<file path="src/rtl/polyvec_basemul_acc_seq.sv">
// Sequencer for the polyvec pointwise multiply-accumulate: walks KYBER_K operand
// loads / basemul runs / accumulate sweeps over RAM C, with an optional Barrett pass.
module polyvec_basemul_acc_seq #(
  parameter int KYBER_K = 3,
  parameter int NPAIRS  = 128,
  parameter int AW      = 7,
  parameter int RD_LAT  = 1
) (
  input  logic          clk,
  input  logic          reset_n,
  input  logic          start,
  input  logic          redc_en,
  input  logic          clr,
  input  logic          load_done,
  input  logic          bm_done,
  output logic          load_req,
  output logic [1:0]    poly_idx,
  output logic [AW-1:0] addr,
  output logic          ram_ab_re,
  output logic          bm_load,
  output logic          bm_start,
  output logic          bm_rd,
  output logic          ram_c_re,
  output logic          ram_c_we,
  output logic [AW-1:0] c_waddr,
  output logic          acc_first,
  output logic          barr_redc,
  output logic          busy,
  output logic          done
);

  localparam int CW = $clog2(NPAIRS + RD_LAT);
  localparam logic [CW-1:0] CNT_LAST  = CW'(NPAIRS + RD_LAT - 1);
  localparam logic [CW-1:0] ISS_LAST  = CW'(NPAIRS - 1);
  localparam logic [1:0]    POLY_LAST = 2'(KYBER_K - 1);

  typedef enum logic [2:0] {
    S_IDLE, S_WAIT_LOAD, S_FETCH, S_KICK, S_WAIT_BM, S_ACC, S_REDC, S_FIN
  } state_t;

  state_t        state;
  logic [CW-1:0] cnt;
  logic          redc_lat;
  logic          bm_prev;
  logic          sweep, sweep_end, bm_edge;
  logic          wr_iss, af_iss, br_iss;

  logic [RD_LAT:1]         ld_pipe, we_pipe, af_pipe, br_pipe;
  logic [RD_LAT:1][AW-1:0] wa_pipe;

  assign sweep     = (state == S_FETCH) || (state == S_ACC) || (state == S_REDC);
  assign sweep_end = sweep && (cnt == CNT_LAST);
  assign bm_edge   = bm_done && !bm_prev;

  // A read issued this cycle becomes a RAM C write RD_LAT cycles later.
  assign wr_iss = bm_rd || (ram_c_re && (state == S_REDC));
  assign af_iss = bm_rd && (poly_idx == 2'd0);
  assign br_iss = ram_c_re && (state == S_REDC);

  assign bm_load   = ld_pipe[RD_LAT];
  assign ram_c_we  = we_pipe[RD_LAT];
  assign acc_first = af_pipe[RD_LAT];
  assign barr_redc = br_pipe[RD_LAT];
  assign c_waddr   = wa_pipe[RD_LAT];

  // Edge register keeps tracking bm_done in every state, clr included.
  always_ff @(posedge clk or negedge reset_n) begin
    if (!reset_n) bm_prev <= 1'b0;
    else          bm_prev <= bm_done;
  end

  always_ff @(posedge clk or negedge reset_n) begin
    if (!reset_n) begin
      ld_pipe <= '0;
      we_pipe <= '0;
      af_pipe <= '0;
      br_pipe <= '0;
      wa_pipe <= '0;
    end else if (clr) begin
      ld_pipe <= '0;
      we_pipe <= '0;
      af_pipe <= '0;
      br_pipe <= '0;
      wa_pipe <= '0;
    end else begin
      ld_pipe[1] <= ram_ab_re;
      we_pipe[1] <= wr_iss;
      af_pipe[1] <= af_iss;
      br_pipe[1] <= br_iss;
      wa_pipe[1] <= addr;
      for (int k = 2; k <= RD_LAT; k++) begin
        ld_pipe[k] <= ld_pipe[k-1];
        we_pipe[k] <= we_pipe[k-1];
        af_pipe[k] <= af_pipe[k-1];
        br_pipe[k] <= br_pipe[k-1];
        wa_pipe[k] <= wa_pipe[k-1];
      end
    end
  end

  always_ff @(posedge clk or negedge reset_n) begin
    if (!reset_n) begin
      state     <= S_IDLE;
      cnt       <= '0;
      addr      <= '0;
      poly_idx  <= '0;
      redc_lat  <= 1'b0;
      load_req  <= 1'b0;
      ram_ab_re <= 1'b0;
      bm_start  <= 1'b0;
      bm_rd     <= 1'b0;
      ram_c_re  <= 1'b0;
      busy      <= 1'b0;
      done      <= 1'b0;
    end else if (clr) begin
      state     <= S_IDLE;
      cnt       <= '0;
      addr      <= '0;
      poly_idx  <= '0;
      redc_lat  <= 1'b0;
      load_req  <= 1'b0;
      ram_ab_re <= 1'b0;
      bm_start  <= 1'b0;
      bm_rd     <= 1'b0;
      ram_c_re  <= 1'b0;
      busy      <= 1'b0;
      done      <= 1'b0;
    end else begin
      bm_start <= 1'b0;
      done     <= 1'b0;
      // Shared sweep stepping: address stops at NPAIRS-1 and holds through the drain.
      if (sweep && !sweep_end) begin
        cnt <= cnt + 1'b1;
        if (cnt < ISS_LAST) addr <= addr + 1'b1;
        else begin
          ram_ab_re <= 1'b0;
          bm_rd     <= 1'b0;
          ram_c_re  <= 1'b0;
        end
      end
      case (state)
        S_IDLE: if (start) begin
          state    <= S_WAIT_LOAD;
          busy     <= 1'b1;
          poly_idx <= '0;
          redc_lat <= redc_en;
          load_req <= 1'b1;
        end
        S_WAIT_LOAD: if (load_done) begin
          state     <= S_FETCH;
          load_req  <= 1'b0;
          ram_ab_re <= 1'b1;
          addr      <= '0;
          cnt       <= '0;
        end
        S_FETCH: if (sweep_end) begin
          state    <= S_KICK;
          bm_start <= 1'b1;
        end
        S_KICK: state <= S_WAIT_BM;
        S_WAIT_BM: if (bm_edge) begin
          state    <= S_ACC;
          bm_rd    <= 1'b1;
          ram_c_re <= (poly_idx != 2'd0);
          addr     <= '0;
          cnt      <= '0;
        end
        S_ACC: if (sweep_end) begin
          if (poly_idx == POLY_LAST) begin
            if (redc_lat) begin
              state    <= S_REDC;
              ram_c_re <= 1'b1;
              addr     <= '0;
              cnt      <= '0;
            end else begin
              state <= S_FIN;
              done  <= 1'b1;
              busy  <= 1'b0;
            end
          end else begin
            state    <= S_WAIT_LOAD;
            poly_idx <= poly_idx + 1'b1;
            load_req <= 1'b1;
          end
        end
        S_REDC: if (sweep_end) begin
          state <= S_FIN;
          done  <= 1'b1;
          busy  <= 1'b0;
        end
        S_FIN:   state <= S_IDLE;
        default: state <= S_IDLE;
      endcase
    end
  end

endmodule

</file>
<file path="config.mk">
export PLATFORM = sky130hd
export DESIGN_NAME = polyvec_basemul_acc_seq
export DESIGN_NICKNAME = d
export VERILOG_FILES = /design/src/rtl/polyvec_basemul_acc_seq.sv
export SDC_FILE = /design/constraint.sdc
export NUM_CORES = 1
export LEC_CHECK = 0
export ABC_AREA = 1
export CORE_MARGIN = 2
export CORE_UTILIZATION = 65
export DETAILED_ROUTE_END_ITERATION = 16
export DONT_BUFFER_PORTS = 1
export GPL_TIMING_DRIVEN = 1
export HOLD_SLACK_MARGIN = 0.02
export PLACE_DENSITY_LB_ADDON = 0.08
export SLEW_MARGIN = 15
export SYNTH_ARGS = -nofsm -noshare
export SYNTH_HDL_FRONTEND = slang
export SYNTH_SLANG_ARGS = --single-unit
</file>
<file path="constraint.sdc">
create_clock -name clk -period 2.6 [get_ports clk]
set_clock_uncertainty 0.05 [all_clocks]
set_input_delay 0.52 -clock clk [delete_from_list [all_inputs] [get_ports clk]]
set_output_delay 0.52 -clock clk [all_outputs]
set_load 0.02 [all_outputs]
</file>
Yosys cells after proc, flatten, opt, wreduce, memory -nomap -nowiden
Cells that the tools add are included.

Output and inout port bits: 27. Bits in registers: 40. Input bits: 7.

Multiplexer cells: 78. Magnitude comparators: 1. Equal/unequal tests: 18. Reductions and logical operators: 23. $add $sub $neg: 3.

Operators by type and width (number): two-way mux 7 bit (9); two-way mux 8 bit (7); two-way mux 1 bit (42); two-way mux 3 bit (8); inequality test 3 bit, second input constant (8); case mux 3 bit (8 select lines) (1); case mux 8 bit (3 select lines) (1); case mux 7 bit (3 select lines) (1); == test 3 bit, second input constant (4); AND reduction 6 bit (2); adder 8 x 1 -> 8 bit, second input constant (1); == test 8 bit, second input constant (1); less-than comparator 8 x 7 -> 1 bit, second input constant (1); two-way mux 2 bit (4); nonzero test 4 bit (2); adder 7 x 1 -> 7 bit, second input constant (1); == test 3 x 2 -> 1 bit, second input constant (2); case mux 1 bit (3 select lines) (2); nonzero test 2 bit (3); logical AND 1 bit (5); AND reduction 5 bit (1); case mux 1 bit (2 select lines) (2); case mux 2 bit (2 select lines) (1); AND reduction 4 bit (1); 10 further kinds (13).

Logic depth before layout (Yosys ltp)
Gate-level depths: netlist of run 1.

Word-level depth: 12. Gate-level depth with buffers: 12. Depth with buffers taken out: 12.

Least setup slack after synthesis of run 1
Ideal clock, no wire load.

Path kind: register to register. From: register cnt[0]. To: register cnt[3]. Buffers on the path: 1. Data required time: 2429 ps. Arrival: 1397 ps. Cell stages (with the launch flop): 11. Slack: 1032 ps. Cell sequence: dfrtp_1 inv_1 ha_1 inv_1 nor2_1 nand2_1 nand2_2 inv_2 buf_6 o21ai_0 nor2_1.

Longest elaborated chain between the ends: 10. Elaborated cells between the ends (all ways): 13. Classes of those cells: add/sub (1); eq/ne (1); mux (8); reduce/logical (3).

Ends and longest elaborated chain: start: declaration (RTL line 42) `logic [CW-1:0] cnt;`; start signal: assignment (RTL line 133) `cnt <= cnt + 1'b1;`; branches (longest 8 deep; another with adder 8 x 1 -> 8 bit); case mux 8 bit (3 select lines) (*) (RTL line 141) `case (state)`; two-way mux 8 bit (*) (RTL line 115) `end else if (clr) begin`.

Every way passes the cells marked *. A chain may end at the register's enable or synchronous reset.

Worst setup path after layout of run 1
From: register cnt[0]. To: register addr[4].

Longest elaborated chain between the ends: 10. Elaborated cells between the ends (all ways): 14. Classes of those cells: order compare (1); eq/ne (1); mux (9); reduce/logical (3).

Ends and longest elaborated chain: branches (longest 8 deep; another with less-than comparator 8 x 7 -> 1 bit); case mux 7 bit (3 select lines) (*) (RTL line 141); two-way mux 7 bit (*) (RTL line 115); end signal: assignment (RTL line 134) `if (cnt < ISS_LAST) addr <= addr + 1'b1;`; end: declaration (RTL line 18) `output logic [AW-1:0] addr,`.

Marked as above.

==> results.yml, run 1 <==
cts:
  cts_num_sinks: 40
  clock_latency_ns: 0.35
  path_clk_slew_ns: 0.11
  cts_tree: "yes"
  h-tree-depth: 2
  clockBufferDepth: 2
  cts-root-buf: "clkbuf_4"
  cts_buffers: 5
  cts_setup_buffers: 0
power:
  power_density_mw_per_mm2: 881
  internal_power_uw: 1230
  p_total_uw: 2040
  clkPwrFrac_pct: 24.3
  power_frac_seq_pct: 45.3
  leakage_uw: 0.00121
  p_switching_uw: 808
  ir_drop_mv: 0.502
  p_comb_share_pct: 30.5
  power_switching_share_pct: 39.6
placement:
  portBuffers: 0
  gp_congestion: 0.921
  dpl.hpwl_um: 3010
  place_inst: 331
layout:
  num-fill-cells: 272
  area_delta_synth_final_pct: 6.87
  diodes: 0
  nNetsFinal: 308
  drive_above_1_share_pct: 7.43
  instances_no_fill: 340
routing:
  drt-met1-wl_um: 1740
  highest_layer: "met4"
  totalWireLength_um: 4140
  wire_per_inst_um: 12.2
  firstDrtPassIters: 5
  vias_per_cell: 5.27
  routed-wl-met2_um: 2070
  postRouteAntennaNets: 0
  wl_met3_um: 230
  vias: 1792
  drc: 0
  first_iter_violations: 98
global_route:
  grt_pass1_wl_um: 6980
  antenna_found_initial: 0
  grt_overflow: 0
  grt_usage_pct: 25.1
  grt_pass1_vias: 1655
  grt_max_degree: 41
critical_path:
  r2r_cells: 11
  cp.required_ns: 2.79
  worstPathMaxFanout: 11
  end_kind: "register"
  startpoint_type: "register"
  critical_path_class: "register to register"
  arrival_ns: 1.97
yosys:
  synth_top_area_share_pct: 46.2
  yosys_warnings: 0
  synth_top_family_by_area: "simple AND/OR/NAND/NOR gates"
  synth.net_count: 304
  yosysSeqAreaShare_pct: 46.2
  synthAdderAreaFrac_pct: 2.89
  netlist_area_mm2: 0.00217
  syn_inst: 292
  syn_area_per_cell_um2: 7.42
  synth.distinct_cells: 24
  muxShareOfSynthArea_pct: 0
  synthTopCellsByArea: "dfrtp_1 (46%), nand2_1 (14%), nor2_1 (7.3%)"
  synth-seq-cells: 40
  yosysTopAreaCell: "dfrtp_1"
  synthXorXnorAreaFrac_pct: 2.43
  synth-compound-area-share_pct: 5.72
  synth-simple-area-share_pct: 33.2
floorplanning:
  die_w_um: 61.7
  dieArea_mm2: 0.00381
  die_h_um: 61.7
  rows: 20
  pin_count: 34
  core_region_area_mm2: 0.00310
  initial_core_util_pct: 69.8
worst_hold_path:
  min_path_type: "input port to register"
  whs_path_depth: 0
run_status:
  status: "complete, no violations"
sta:
  slew_viol_final: 0
  setup_tns_ns: 0
  finalCritPeriodShare_pct: 68.3
  max_freq_ghz: 0.563
  setup_violations: 0
  fin_crit_ns: 1.78
  rsz0062_at_grt: "no"
  worstMarginPinSlew_ns: 0.375
  hold-worst-slack_ns: 0.131
  finalHoldViolCount: 0
  relSlewSlack_pct: 75.0
flow_run:
  cap_violations: 0
==> cell usage after synthesis <==
master	instances
nor3_1	5
a21oi_1	4
inv_1	41
nand2_4	1
nor2_4	1
dfrtp_1	40
a31oi_1	3
nor2_1	42
nand2_1	80
nand3b_1	1
nand3_1	24
o21ai_0	16
nor2_2	2
inv_2	5
xor2_1	6
nand3_4	1
nand2_2	4
buf_6	2
clkbuf_1	3
nor4_1	1
o21ai_1	1
nand4_1	3
and3_1	1
ha_1	5
==> area by class of cell <==
class	instances	area (µm²)	share of cell area [%]
Sequential cell	40	1000	43.2
Clock inverter	2	60.1	2.59
Tap cell	44	55.1	2.38
Clock buffer	5	37.5	1.62
Timing Repair Buffer	2	30.0	1.30
Multi-Input combinational cell	201	958	41.4
Inverter	46	173	7.46
==> kinds of logic after synthesis <==
group,after synthesis
xor+xnor,6
simple gates,166
compound gates,24
flops,40
fa+ha+maj,5
buf+inv,51
==> metal layers <==
metal / vias to the layer above / global-route usage, %
met5: - / 0
met1: 811 / 27.6
met4: 0 / 12.8
met2: 58 / 44.4
met3: 12 / 7.04
li1: 911 / -
==> state kept, by name, summed over array words and instances (netlist names), 2 cells and up <==
signal	count
state	3
poly_idx	2
c_waddr	7
addr	7
cnt	8
==> metrics by stage <==
step / utilization (%) / worst slack [ns] / area [µm²]
floorplan: - / 1.03 / 2170
global placement: 70.5 / 0.820 / 2190
detailed placement: 70.5 / 0.801 / 2190
CTS: 74.6 / 0.796 / 2310
global route: 74.6 / 0.617 / 2310
finish: 74.6 / 0.824 / 2310
==> layout by cell type (no fill, tap or decap), types with 4 or more instances in the layout <==
master,instances
nand2_2,4
xor2_1,6
a21oi_1,4
inv_2,5
inv_1,41
nand2_1,80
dfrtp_1,40
nand3_1,24
nor2_1,42
ha_1,5
o21ai_0,16
nor3_1,5
clkbuf_4,5
==> critical path, stage by stage (launching register included) <==
cell and delay [ns]:
dfrtp_1 0.42, inv_1 0.11, ha_1 0.15, inv_1 0.04
nor2_1 0.09, nand2_1 0.17, nor2_2 0.14, nand2_1 0.07
nand2_1 0.07, nand2_2 0.10, inv_2 0.19, nor2_1 0.08
==> timing repair <==
action	CTS	global route
endpoints found under the hold margin	40	0
gates resized for setup	0	0
hold buffers	2	0
==> final timing paths <==
path	endpoint	slack [ns]	startpoint
setup / recovery	addr[4]	0.82	cnt[0]
max in group asynchronous	bm_start	1.74	reset_n
setup reg to reg	addr[4]	0.82	cnt[0]
hold reg to reg	bm_rd	0.53	bm_prev
hold / removal	bm_prev	0.13	bm_done
min in group asynchronous	ram_c_re	0.57	reset_n
==> power groups by stage <==
stage / clock, µW / sequential [µW] / combinational [µW]
after floorplan: 0 / 902 / 530
after global placement: 0 / 931 / 588
after detailed placement: 0 / 935 / 599
after CTS: 500 / 921 / 623
after global routing: 522 / 940 / 727
final: 495 / 923 / 621
Power figures use the tool's default switching activity.
==> run 2, diff against run 1 <==
--- a/config.mk
+++ b/config.mk
@@ -7,7 +7,7 @@
 export LEC_CHECK = 0
 export ABC_AREA = 1
 export CORE_MARGIN = 2
-export CORE_UTILIZATION = 65
+export CORE_UTILIZATION = 56
 export DETAILED_ROUTE_END_ITERATION = 16
 export DONT_BUFFER_PORTS = 1
 export GPL_TIMING_DRIVEN = 1
==> constraint.sdc (replaced) <==
create_clock -name clk -period 1.6 [get_ports clk]
set_clock_uncertainty 0.05 [all_clocks]
set_input_delay 0.32 -clock clk [delete_from_list [all_inputs] [get_ports clk]]
set_output_delay 0.32 -clock clk [all_outputs]
set_load 0.02 [all_outputs]
==> results.yml, run 2 (synthesis results as in run 1) <==
floorplanning:
  rows: 22
  dieArea_mm2: 0.00438
  initial_core_util_pct: 58.7
  core_region_area_mm2: 0.00369
  die_h_um: 66.2
  die_w_um: 66.2
  pin_count: 34
cts:
  cts-root-buf: "clkbuf_8"
  cts_num_sinks: 40
  clock_latency_ns: 0.29
  h-tree-depth: 2
  path_clk_slew_ns: 0.08
  clockBufferDepth: 2
  cts_buffers: 5
  cts_tree: "yes"
routing:
  totalWireLength_um: 4860
  first_iter_violations: 145
  postRouteAntennaNets: 0
  drc: 0
  wire_per_inst_um: 13.1
  vias: 1894
  firstDrtPassIters: 4
  vias_per_cell: 5.09
critical_path:
  arrival_ns: 1.72
  cp.required_ns: 1.73
  r2r_slack_ns: 0.01
  worstReg2RegStart: "cnt[1]"
  critical_path_class: "register to register"
  startpoint_type: "register"
  r2r_end: "cnt[6]"
  worstPathMaxFanout: 4
  r2r_cells: 12
  end_kind: "register"
sta:
  finalWorstSetupSlack_ns: 0.0128
  finalCritPeriodShare_pct: 99.2
  finalHoldViolCount: 0
  fin_crit_ns: 1.59
  slew_viol_final: 0
  setup_tns_ns: 0
  rsz0062_at_grt: "yes"
  relSlewSlack_pct: 75.9
  worstMarginPinSlew_ns: 0.361
  hold-worst-slack_ns: 0.0324
  max_freq_ghz: 0.630
  setup_violations: 0
layout:
  area_delta_synth_final_pct: 25.0
  diodes: 0
  drive_above_1_share_pct: 25.0
  largest_reg_flops: 8
  nNetsFinal: 335
  largest_register: "cnt"
  final_common_cell: "nand2_1"
  post-route-cell-area_mm2: 0.00271
  post-route-util_pct: 73.4
  mostFrequentLayoutCells: "nand2_1 (67), dfrtp_1 (38), nor2_1 (37)"
power:
  ir_drop_mv: 1.04
  leakage_uw: 0.00137
  power_density_mw_per_mm2: 1400
placement:
  dp_slack_ns: -0.0644
  portBuffers: 0
  dpl.hpwl_um: 3260
  gp_congestion: 0.905
  dpl_cell_area_mm2: 0.00236
global_route:
  grt_overflow: 0
  grt_usage_pct: 23.5
  grt_pass1_wl_um: 7850
  grt_max_degree: 41
  antenna_found_initial: 0
  grt_pass1_vias: 1845
worst_hold_path:
  whs_path_depth: 1
  min-delay-start: "clr"
  hold_path_end: "c_waddr[6]"
  min_path_type: "input port to register"
run_status:
  status: "complete, no violations"
flow_run:
  cap_violations: 0
-- run 2: what timing repair did --
item | CTS | global route
gates resized for setup | 5 | 49
buffers inserted | 2 | 2
endpoints found under the hold margin | 41 | 0
gates cloned | 0 | 0
setup endpoints to repair | 20 | 25
hold buffers | 3 | 0
pin swaps | 3 | 17
-- run 2: worst max-delay path by stage --
stage | start | end | slack, ns | cells past startpoint
global route | cnt[1] | state[0] | -0.09 | 11
detailed placement | cnt[1] | addr[6] | -0.06 | 11
floorplan | cnt[0] | cnt[3] | 0.03 | 10
finish | cnt[1] | cnt[6] | 0.01 | 12
global placement | cnt[0] | addr[1] | 0.008 | 10
CTS | cnt[1] | state[2] | 0.002 | 11
-- run 2: layout make-up --
cell class	instances	area (µm²)
Timing Repair Buffer	29	250
Multi-Input combinational cell	201	1110
Clock inverter	2	35.0
Tap cell	48	60.1
Sequential cell	40	1000
Fill cell	299	981
Clock buffer	6	72.6
Inverter	46	180
-- run 2: layer usage --
| metal | track usage, % | routed length [µm] | up-vias | part of all wire, % |
|---|---|---|---|---|
| li1 | - | - | 962 | - |
| met1 | 27.1 | 2060 | 881 | 42 |
| met2 | 42.1 | 2510 | 45 | 52 |
| met3 | 4.94 | 229 | 6 | 4.7 |
| met4 | 9.44 | 59 | 0 | 1.2 |
| met5 | 0 | 0 | - | 0 |
-- run 2: report_power, final --
group / switching, µW / leakage [µW] / total, µW / internal [µW]
logic: 900 / 0.000776 / 1500 / 604
registers: 281 / 0.000543 / 1470 / 1190
clock network: 345 / 0.0000552 / 808 / 463
-- run 2: worst max-delay path, cell delays in order (launching register included) --
cell and delay (ns):
dfrtp_1 0.41, inv_2 0.09, ha_4 0.13, inv_2 0.04, nor2_4 0.11, nand2_4 0.09, nor2_4 0.11, nand2_2 0.08
nand2_2 0.08, nand2_4 0.07, buf_6 0.14, nand2_2 0.05, nor2_1 0.04
-- run 2: per-stage QoR --
step	std cells	total power [µW]
floorplan	292	2330
global placement	357	2650
detailed placement	357	2680
CTS	370	3560
global route	372	4060
finish	372	3780
==> run 3, diff against run 2 <==
--- a/config.mk
+++ b/config.mk
@@ -13,6 +13,7 @@
 export GPL_TIMING_DRIVEN = 1
 export HOLD_SLACK_MARGIN = 0.02
 export PLACE_DENSITY_LB_ADDON = 0.08
+export REMOVE_ABC_BUFFERS = 1
 export SLEW_MARGIN = 15
 export SYNTH_ARGS = -nofsm -noshare
 export SYNTH_HDL_FRONTEND = slang
==> results.yml, run 3 (synthesis results as in run 1) <==
run_status:
  status: "complete, no violations"
layout:
  largest_reg_flops: 8
  final_common_cell: "nand2_1"
  seqCellArea_mm2: 0.00100
  diodes: 0
  multiInputGateArea_mm2: 0.00104
  drive_above_1_share_pct: 21.3
  largest_register: "cnt"
  mostFrequentLayoutCells: "nand2_1 (76), nor2_1 (38), dfrtp_1 (38)"
  num-fill-cells: 302
  post-route-util_pct: 72.7
  nNetsFinal: 339
  area_delta_synth_final_pct: 23.9
routing:
  postRouteAntennaNets: 0
  totalWireLength_um: 4910
  vias_per_cell: 5.14
  firstDrtPassIters: 5
  first_iter_violations: 136
  drc: 0
  vias: 1933
  wire_per_inst_um: 13.1
cts:
  cts_tree: "yes"
  clock_latency_ns: 0.29
  cts-root-buf: "clkbuf_8"
  path_clk_slew_ns: 0.08
  cts_buffers: 5
  clockBufferDepth: 2
  h-tree-depth: 2
  cts_num_sinks: 40
placement:
  portBuffers: 0
  dpl.hpwl_um: 3340
  gp_congestion: 0.920
sta:
  relSlewSlack_pct: 76.9
  setup_tns_ns: 0
  fin_crit_ns: 1.58
  max_freq_ghz: 0.634
  rsz0062_at_grt: "yes"
  setup_violations: 0
  slew_viol_final: 0
  finalHoldViolCount: 0
  worstMarginPinSlew_ns: 0.347
  hold-worst-slack_ns: 0.0337
  finalCritPeriodShare_pct: 98.6
power:
  leakage_uw: 0.00140
  power_frac_seq_pct: 38.0
  power_switching_share_pct: 39.6
  power_density_mw_per_mm2: 1430
  clkPwrFrac_pct: 22.7
  internal_power_uw: 2310
  ir_drop_mv: 0.698
  p_switching_uw: 1510
  p_comb_share_pct: 39.4
global_route:
  antenna_found_initial: 0
  grt_max_degree: 41
  grt_usage_pct: 24.6
  grt_overflow: 0
  grt_pass1_vias: 1935
  grt_pass1_wl_um: 8180
floorplanning:
  core_region_area_mm2: 0.00369
  die_w_um: 66.2
  die_h_um: 66.2
  pin_count: 34
  rows: 22
  dieArea_mm2: 0.00438
  initial_core_util_pct: 58.7
critical_path:
  worstPathMaxFanout: 8
  r2r_slack_ns: 0.02
  cp.required_ns: 1.77
  critPathMostFrequentCell: "nand2_1"
  crit_path_max_incr_delay_ns: 0.38
  cp_slowest_cell: "dfrtp_1"
  end_kind: "register"
  crit_buf_inv: 2
  r2r_end: "addr[2]"
  path_delay_family: "simple AND/OR/NAND/NOR gates"
  arrival_ns: 1.75
  critical_path_class: "register to register"
  startpoint_type: "register"
  r2r_cells: 11
  worstReg2RegStart: "cnt[1]"
  crit_chain: "inv_2, ha_4, inv_2, nor2_4, nand2_4, nand2_4, nor2_4, nand2_1, nand2_1, nand2_1, nor2_1"
worst_hold_path:
  whs_path_depth: 1
  hold_path_end: "c_waddr[3]"
  min-delay-start: "clr"
  min_path_type: "input port to register"
flow_run:
  cap_violations: 0
==> run 3: cell type report <==
type / count / share of cell area [%]
Multi-Input combinational cell: 201 / 38.9
Sequential cell: 40 / 37.4
Timing Repair Buffer: 32 / 10.0
Inverter: 46 / 6.62
Clock buffer: 6 / 3.08
Tap cell: 48 / 2.24
Clock inverter: 2 / 1.45
Timing Repair inverter: 1 / 0.326
==> run 3: timing repair <==
action                                  in CTS  in global routing
hold buffers                                 3                  3
endpoints found under the hold margin       41                  3
endpoints found under the setup margin      21                 26
resized for setup                            9                 23
cloned                                       1                  0
buffers inserted                             0                  5
pin swaps                                    1                  8
==> run 3: worst reg2reg max path: cells and delay by family, from the launching register on <==
| kind | cells | cell delay (ns) |
|---|---|---|
| buf+inv | 2 | 0.13 |
| simple gates | 8 | 0.80 |
| flops | 1 | 0.38 |
| fa+ha+maj | 1 | 0.16 |
==> run 3: power groups by stage <==
| stage | sequential, µW | combinational (µW) | clock [µW] |
|---|---|---|---|
| CTS | 1450 | 1280 | 887 |
| floorplan | 1470 | 815 | 0 |
| global route | 1470 | 1730 | 925 |
| finish | 1450 | 1510 | 867 |
| global placement | 1460 | 1160 | 0 |
| detailed placement | 1470 | 1180 | 0 |
==> run 3: stage by stage <==
stage,area (µm²),setup slack (ns),total power (µW),cells
after floorplan,2130,0.0821,2280,287
after global placement,2350,-0.0419,2630,356
after detailed placement,2350,-0.117,2650,356
after CTS,2540,-0.0230,3610,368
after global routing,2680,-0.106,4130,376
final,2680,0.0218,3830,376
==> run 3: per-layer routing <==
layer | track usage, % | routed length (µm) | vias to the layer above
li1 | - | - | 973
met3 | 5.96 | 210 | 15
met1 | 26.1 | 1960 | 900
met2 | 44.9 | 2620 | 45
met5 | 0 | 0 | -
met4 | 12.5 | 124 | 0
==> run 3: worst max path at each step <==
stage,startpoint,end,depth (start not counted)
after global routing,cnt[1],state[0],11
after global placement,cnt[0],cnt[7],11
after detailed placement,cnt[1],addr[1],11
after floorplan,cnt[0],addr[0],11
final,cnt[1],addr[2],11
after CTS,cnt[1],state[2],11
